## src/rtl/proc_pkg.sv

```systemverilog
// Shared definitions for the 16-bit pipelined processor.
//   ADDR_W / INSTR_W : PC and instruction widths
//   RESET_PC         : PC value after reset
//   OP_*             : opcode field encodings (instr[15:12])
//   fetch_state_e    : fetch stage run/halt state
package proc_pkg;

  localparam int unsigned ADDR_W  = 16;
  localparam int unsigned INSTR_W = 16;

  localparam logic [ADDR_W-1:0] RESET_PC = 16'h0000;

  localparam logic [3:0] OP_HALT = 4'b0000;
  localparam logic [3:0] OP_JMP  = 4'b0111;
  localparam logic [3:0] OP_BEQ  = 4'b0110;
  localparam logic [3:0] OP_BGT  = 4'b0100;
  localparam logic [3:0] OP_BLT  = 4'b0101;

  typedef enum logic {
    RUN    = 1'b0,
    HALTED = 1'b1
  } fetch_state_e;

endpackage

```

## src/rtl/pc_target_calc.sv

```systemverilog
// Redirect target computation for the fetch stage (purely combinational).
//   base_i       : PC+2 of the instruction currently in ID
//   b_jmp_i      : 1 = branch (8-bit offset), 0 = jump (12-bit offset)
//   br_offset_i  : signed branch offset in instruction words
//   jmp_offset_i : signed jump offset in instruction words
//   target_o     : base + 2*offset, modulo 2^ADDR_W
module pc_target_calc #(
  parameter int unsigned ADDR_W = 16
) (
  input  logic [ADDR_W-1:0] base_i,
  input  logic              b_jmp_i,
  input  logic [7:0]        br_offset_i,
  input  logic [11:0]       jmp_offset_i,
  output logic [ADDR_W-1:0] target_o
);

  logic [ADDR_W-1:0] br_byte_off;
  logic [ADDR_W-1:0] jmp_byte_off;

  // Offsets are in words; sign-extend and append a zero to get a byte offset.
  assign br_byte_off  = {{(ADDR_W-9){br_offset_i[7]}}, br_offset_i, 1'b0};
  assign jmp_byte_off = {{(ADDR_W-13){jmp_offset_i[11]}}, jmp_offset_i, 1'b0};

  assign target_o = base_i + (b_jmp_i ? br_byte_off : jmp_byte_off);

endmodule

```

## src/rtl/fetch_unit.sv

```systemverilog
// Instruction-fetch stage: owns the PC, addresses instruction memory,
// loads the IF/ID register, freezes on halt and counts fetched instructions.
//   clk, reset         : clock and synchronous active-high reset
//   stall              : hold PC and IF/ID
//   pc_op, b_jmp       : redirect request and its type (branch/jump)
//   halt, if_flush     : halt request, invalidate the entry loaded this cycle
//   br_offset/jmp_offset : signed word offsets for the redirect target
//   imem_addr/imem_data  : combinational instruction-memory port
//   if_id_*            : IF/ID pipeline register
//   halted, fetch_count: status outputs
//
// state  | meaning
// RUN    | fetching; halt > stall > redirect > sequential fetch
// HALTED | everything frozen, IF/ID invalid; left only by reset
module fetch_unit #(
  parameter int unsigned       ADDR_W   = proc_pkg::ADDR_W,
  parameter int unsigned       INSTR_W  = proc_pkg::INSTR_W,
  parameter logic [ADDR_W-1:0] RESET_PC = proc_pkg::RESET_PC,
  parameter int unsigned       CNT_W    = 16
) (
  input  logic               clk,
  input  logic               reset,
  input  logic               stall,
  input  logic               pc_op,
  input  logic               b_jmp,
  input  logic               halt,
  input  logic               if_flush,
  input  logic [7:0]         br_offset,
  input  logic [11:0]        jmp_offset,
  output logic [ADDR_W-1:0]  imem_addr,
  input  logic [INSTR_W-1:0] imem_data,
  output logic [INSTR_W-1:0] if_id_instr,
  output logic [ADDR_W-1:0]  if_id_pc_plus2,
  output logic               if_id_valid,
  output logic               halted,
  output logic [CNT_W-1:0]   fetch_count
);

  import proc_pkg::*;

  fetch_state_e       state_q, state_d;
  logic [ADDR_W-1:0]  pc_q, pc_d;
  logic [INSTR_W-1:0] instr_q, instr_d;
  logic [ADDR_W-1:0]  pc_plus2_q, pc_plus2_d;
  logic               valid_q, valid_d;
  logic [CNT_W-1:0]   cnt_q, cnt_d;

  logic [ADDR_W-1:0]  pc_inc;
  logic [ADDR_W-1:0]  target;

  assign pc_inc = pc_q + ADDR_W'(2);

  // Redirects are relative to the instruction sitting in ID.
  pc_target_calc #(
    .ADDR_W (ADDR_W)
  ) u_target (
    .base_i       (pc_plus2_q),
    .b_jmp_i      (b_jmp),
    .br_offset_i  (br_offset),
    .jmp_offset_i (jmp_offset),
    .target_o     (target)
  );

  always_comb begin
    state_d    = state_q;
    pc_d       = pc_q;
    instr_d    = instr_q;
    pc_plus2_d = pc_plus2_q;
    valid_d    = valid_q;
    cnt_d      = cnt_q;

    case (state_q)
      RUN: begin
        if (halt) begin
          valid_d = 1'b0;
          state_d = HALTED;
        end else if (stall) begin
          // Hold everything: the instruction in ID has not resolved yet.
        end else if (pc_op) begin
          pc_d    = target;
          valid_d = 1'b0;
        end else begin
          pc_d       = pc_inc;
          instr_d    = imem_data;
          pc_plus2_d = pc_inc;
          valid_d    = ~if_flush;
          if (!if_flush && (cnt_q != {CNT_W{1'b1}})) begin
            cnt_d = cnt_q + CNT_W'(1);
          end
        end
      end
      HALTED: begin
        valid_d = 1'b0;
      end
      default: begin
        state_d = RUN;
      end
    endcase
  end

  always_ff @(posedge clk) begin
    if (reset) begin
      state_q    <= RUN;
      pc_q       <= RESET_PC;
      instr_q    <= '0;
      pc_plus2_q <= '0;
      valid_q    <= 1'b0;
      cnt_q      <= '0;
    end else begin
      state_q    <= state_d;
      pc_q       <= pc_d;
      instr_q    <= instr_d;
      pc_plus2_q <= pc_plus2_d;
      valid_q    <= valid_d;
      cnt_q      <= cnt_d;
    end
  end

  assign imem_addr      = pc_q;
  assign if_id_instr    = instr_q;
  assign if_id_pc_plus2 = pc_plus2_q;
  assign if_id_valid    = valid_q;
  assign halted         = (state_q == HALTED);
  assign fetch_count    = cnt_q;

endmodule

```

## config.mk

```make
export PLATFORM = sky130hd
export DESIGN_NAME = fetch_unit
export DESIGN_NICKNAME = d
export VERILOG_FILES = /design/src/rtl/proc_pkg.sv /design/src/rtl/pc_target_calc.sv /design/src/rtl/fetch_unit.sv
export SDC_FILE = /design/constraint.sdc
export NUM_CORES = 1
export LEC_CHECK = 0
export CORE_UTILIZATION = 52
export CTS_CLUSTER_DIAMETER = 30
export DETAILED_ROUTE_END_ITERATION = 12
export GPL_TIMING_DRIVEN = 0
export PLACE_DENSITY = 0.82
export SYNTH_ARGS = -nofsm -noshare
export SYNTH_HDL_FRONTEND = slang
export SYNTH_SLANG_ARGS = --single-unit
export TNS_END_PERCENT = 10
```

## constraint.sdc

```tcl
create_clock -name clk -period 7.6 [get_ports clk]
set_input_delay 1.9 -clock clk [delete_from_list [all_inputs] [get_ports clk]]
set_output_delay 1.9 -clock clk [all_outputs]
set_load 0.05 [all_outputs]
```

Yosys cells after proc, flatten, opt, wreduce, memory -nomap -nowiden
Index checks and enable logic that the tools add are counted.

word-level totals
  input port bits = 43
  output and inout port bits = 66
  logic and storage cells = 29
  register bits after elaboration = 66

operators by class
  reduce and logical (&&, ||, !) cells = 5
  add/subtract/negate cells = 3
  mux-type cells = 8
  equal/unequal tests = 2
  bitwise operators = 5

operator list
  operator                                       number
  2-to-1 mux 16 bit                              2
  adder 16 x 1 -> 16 bit, second input constant  1
  adder 16 bit                                   1
  adder 16 x 2 -> 16 bit, second input constant  1
  != test 16 bit, second input constant          1
  2-to-1 mux 1 bit                               5
  NOT 1 bit                                      5
  AND reduction 5 bit                            1
  AND reduction 4 bit                            1
  != test 3 bit, second input constant           1
  AND reduction 3 bit                            1
  case mux 1 bit (2 select lines)                1
  logical AND 1 bit                              1
  zero test 1 bit                                1

Logic depth before layout (Yosys ltp)
  word-level depth = 5
  mapped depth = 11

Modules after synthesis
A second synthesis with hierarchy kept.

unflattened totals
  cells, all modules = 506
  area, all modules = 4066.4 sq um

by module, submodules not included
  module          seq. area each (sq um)  area each (sq um)  cells an instance  times used
  fetch_unit      1321.3                  3194.3             386                1
  pc_target_calc  0.0                     872.1              120                1

Worst setup path after synthesis
Ideal clock, no wire load.

  kind = input to register
  start = input port b_jmp
  end = register pc_q[14] (netlist: imem_addr[14])
  library setup time = 0.064 ns
  setup slack = 3.356 ns
  data required time = 7.536 ns
  buffers on the path = 1
  cell stages on the path = 10
  arrival = 4.180 ns
  path through = clkbuf_1 mux2i_1 inv_1 ha_1 a211oi_1 o21ai_0 a31oi_1 a21oi_1 or4b_1 nand4_1

between the ends
  cells in the longest elaborated chain, start to end = 3

ends and longest elaborated chain
  element               line                  RTL
  from (decl)           fetch_unit.sv:25      input logic b_jmp,
  2-to-1 mux 16 bit     pc_target_calc.sv:24  assign target_o = base_i + (b_jmp_i ? br_byte_off : jmp_byte_off);
  adder 16 bit          pc_target_calc.sv:24
  2-to-1 mux 16 bit     fetch_unit.sv:79      end else if (pc_op) begin
  to (signal assigned)  fetch_unit.sv:111     pc_q <= pc_d;
  to (decl)             fetch_unit.sv:42      logic [ADDR_W-1:0] pc_q, pc_d;

Every way passes these cells.
A chain may end at the register's enable or synchronous reset.

Worst setup path after layout
Ends and elaborated chain as after synthesis.

==> impl_results.md <==
* Area Growth Syn to Fin at 36.0%
* Critical path endpoint category: flip-flop
* RR Startpoint: if_id_pc_plus2[2]$_SDFFE_PP0P_
* Worst skew pair latency at 0.34 ns
* Largest area contributor in the netlist: dfxtp_1
* Clk slew on worst S/H paths at about 0.07 ns
* Final hold violations at 0
* Initial core utilization at 0.552
* Minimum clock period at approximately 5.2 ns
* Worst-Margin Slew at 0.631 ns
* Met3 wire len at 817 um
* LEAKAGE at about 1.9 nW
* Die W at 87.9 um
* Post-DP Area at 0.00504 mm2
* Status: completed
* Syn Nets at about 540
* IO buf count at 108
* Psw at 0.252 mW
* Top-Level Pins at 109
* 1st-iter DRT viols at 257
* Synthesis Warnings at 0
* Gr usage total at 0.287
* Max transition margin at 0.579
* WL met1 at 4.54 mm
* Syn Inst Count at 483
* Post-synth EDFFs at 0
* Die height at 87.9 um
* Async SR Flop Fraction at 0
* Endpoints failing setup at 0
* Synth Area per Inst at 7.94 um2
* Largest net degree at the start of global routing at 13
* Switch share at 0.312
* Vias in the first global route at approximately 3700
* Residual DRC count at 0
* Clock Sinks at 66
* Reg area at 0.00132 mm2
* Multi-input logic area at approximately 0.0023 mm2
* Rows at 30
* Clock share of power at 0.333
* Synth top area share at 0.344
* Pre-antenna DRT Iters at 5
* Net count reported at finish at 662
* Critical path class: input port to flip-flop
* Total number of vias at about 4000
* Worst Hold Slack at 0.454 ns
* ANT cells at 0
* Wire per inst at roughly 16 um
* Logic gate share of total power at 0.216
* GRT overflow at 0
* Core ar. at 0.00694 mm2
* Die area at 0.00772 mm2
* GP Congestion at 0.912
* Routed wl met2 at 5.34 mm
* Max_cap viols at 0
* Min-delay src: if_id_instr[14]$_SDFFE_PP0P_
* Number of routed nets with antenna violations at 0
* Clock root cell: clkbuf_8
* Reg power frac at 0.451
* Layout cells sized above 1 at 0.0527
* CP required at between 7 and 8 ns
* H-tree Lvls at 3
* Post-route cell area at 0.00522 mm2
* Setup TNS at 0 ns
* Worst setup SP type: input port
* Unique cell type count in the Yosys netlist at 54
* Ratio of final minimum period to clock period at 0.682
* First-pass GRT wire length at ~17 mm
* Synth Cell Area at 0.00384 mm2
* Max layer used: met4
* Seq/Total Area, Yosys at 0.344
* Prevailing post-synth register cell: dfxtp_1
* # hold bufs at CTS at 0
* FMAX at 0.193 GHz
* CP max FO at 10
* CTS tree: yes
* Pwr/cell area at roughly 160 mW/mm2
* Num CTS Buffers at 9
* Post-DP HPWL at 8.29 mm
* Final WL at 10.9 mm
* Initial antenna violation count at 0
* Unrepaired setup endpoints after global routing: false
* Pre-CTS setup slack at around 2.1 ns
* Yosys reg bits at 66
* Worst EP arrival at 5.46 ns
* Resize count post-CTS at 0
* Clock Skews at 0.0132 ns
* Setup ws final at 2.42 ns
* P_int at around 0.56 mW
* Min-Delay Path Class: flip-flop to flip-flop
* Synth area leaders: dfxtp_1 (34%), a21oi_1 (6.0%), nand2_1 (5.6%), ha_1 (5.2%), nor2_1 (4.9%)
* Number of setup buffers added after CTS at 0
* CTS Buffer Depth at 2
* Vias/cell at 5.66
* Critical Path Start: b_jmp
* Fill cells at roughly 540
* Slew Viols, Final at 0
* VDD IR max at approximately 150 uV
power by group through the flow:
stage | clock, mW | combinational, mW | sequential (mW)
after CTS | 0.272 | 0.173 | 0.365
after detailed placement | 0 | 0.172 | 0.373
final | 0.269 | 0.174 | 0.365
after floorplan | 0 | 0.0768 | 0.404
after global routing | 0.286 | 0.187 | 0.366
after global placement | 0 | 0.169 | 0.372
stage by stage:
| stage | power [mW] | std cells | util |
|---|---|---|---|
| floorplan | 0.481 | 483 | - |
| global placement | 0.541 | 687 | 0.725 |
| detailed placement | 0.545 | 687 | 0.725 |
| CTS | 0.810 | 703 | 0.751 |
| global route | 0.839 | 703 | 0.751 |
| finish | 0.809 | 703 | 0.751 |
metal layers:
metal,track usage,up-vias
li1,-,1958
met1,0.340,1849
met2,0.499,148
met3,0.0726,23
met4,0.106,0
met5,0,-
cells in the mapped netlist, types with 4 or more instances:
library cell   n
o21a_1         9
a22oi_1        5
a21oi_1       46
nor4_1         4
o21ai_0       31
nor2_1        50
a211oi_1      15
clkbuf_1      19
dfxtp_1       66
xor2_1        15
a21o_1         4
nand3_1       12
mux2_2         7
or3_1          6
ha_1          16
and3_1        10
nand2_1       57
buf_1          6
xnor2_1       16
inv_1         15
nand4_1       10
mux2i_1        6
nor3_1         8
state kept, by name (all words and copies together) (netlist names):
name            cells
fetch_count        16
halted              1
if_id_instr        16
if_id_pc_plus2     16
if_id_valid         1
imem_addr          16
critical path, stage by stage:
cell and delay (ns):
clkdlybuf4s50_1 0.60, clkbuf_1 0.40, mux2i_1 0.38, inv_1 0.08, ha_1 0.30, a211oi_1 0.37, o21ai_0 0.25, a31oi_1 0.43
a21oi_1 0.15, or4b_1 0.53, nand4_1 0.09
cells in the final DEF, fill, tap and decap left out, drive strengths merged, types with 3 or more instances in the layout:
cell,instances
a31oi,3
a22o,3
clkdlybuf4s50,108
mux2,7
or3,6
nor2,50
and3,10
a211oi,15
clkinv,5
clkbuf,29
a22oi,5
nand2b,3
inv,16
dfxtp,66
nor2b,3
nand4,10
nand3,13
xor2,15
o21a,9
xnor2,16
and4,4
nor4,4
nor3,9
buf,10
a21o,4
nand2,57
a21oi,46
ha,16
and2,5
mux2i,6
o21ai,31
final timing paths:
| kind | endpoint | slack (ns) | cells after the start |
|---|---|---|---|
| max | imem_addr[14]$_SDFFE_PP0P_ | 2.42 | 11 |
| min | if_id_instr[14]$_SDFFE_PP0P_ | 0.45 | 2 |
| max reg2reg | imem_addr[14]$_SDFFE_PP0P_ | 5.07 | 7 |
| min reg2reg | if_id_instr[14]$_SDFFE_PP0P_ | 0.45 | 2 |
area by class of cell:
class | instances | share of cell area
multi-input combinational | 373 | 0.447
sequential | 66 | 0.253
timing repair buffer | 108 | 0.207
clock buffer | 10 | 0.0264
buffer | 29 | 0.0247
tap | 96 | 0.0230
inverter | 15 | 0.0108
clock inverter | 6 | 0.00792
cell families (layout without fill, tap and decap cells):
kind of cell,Yosys count,in the layout,synth area share
buffers and inverters,44,168,0.0483
AO/OA/AOI/OAI,132,132,0.214
flip-flops,66,66,0.344
XOR/XNOR,31,31,0.0708
AND/OR/NAND/NOR,180,180,0.229
multiplexers,13,13,0.0362
adder cells (fa/ha/maj),17,17,0.0574
(Power assumes the default switching activity.)
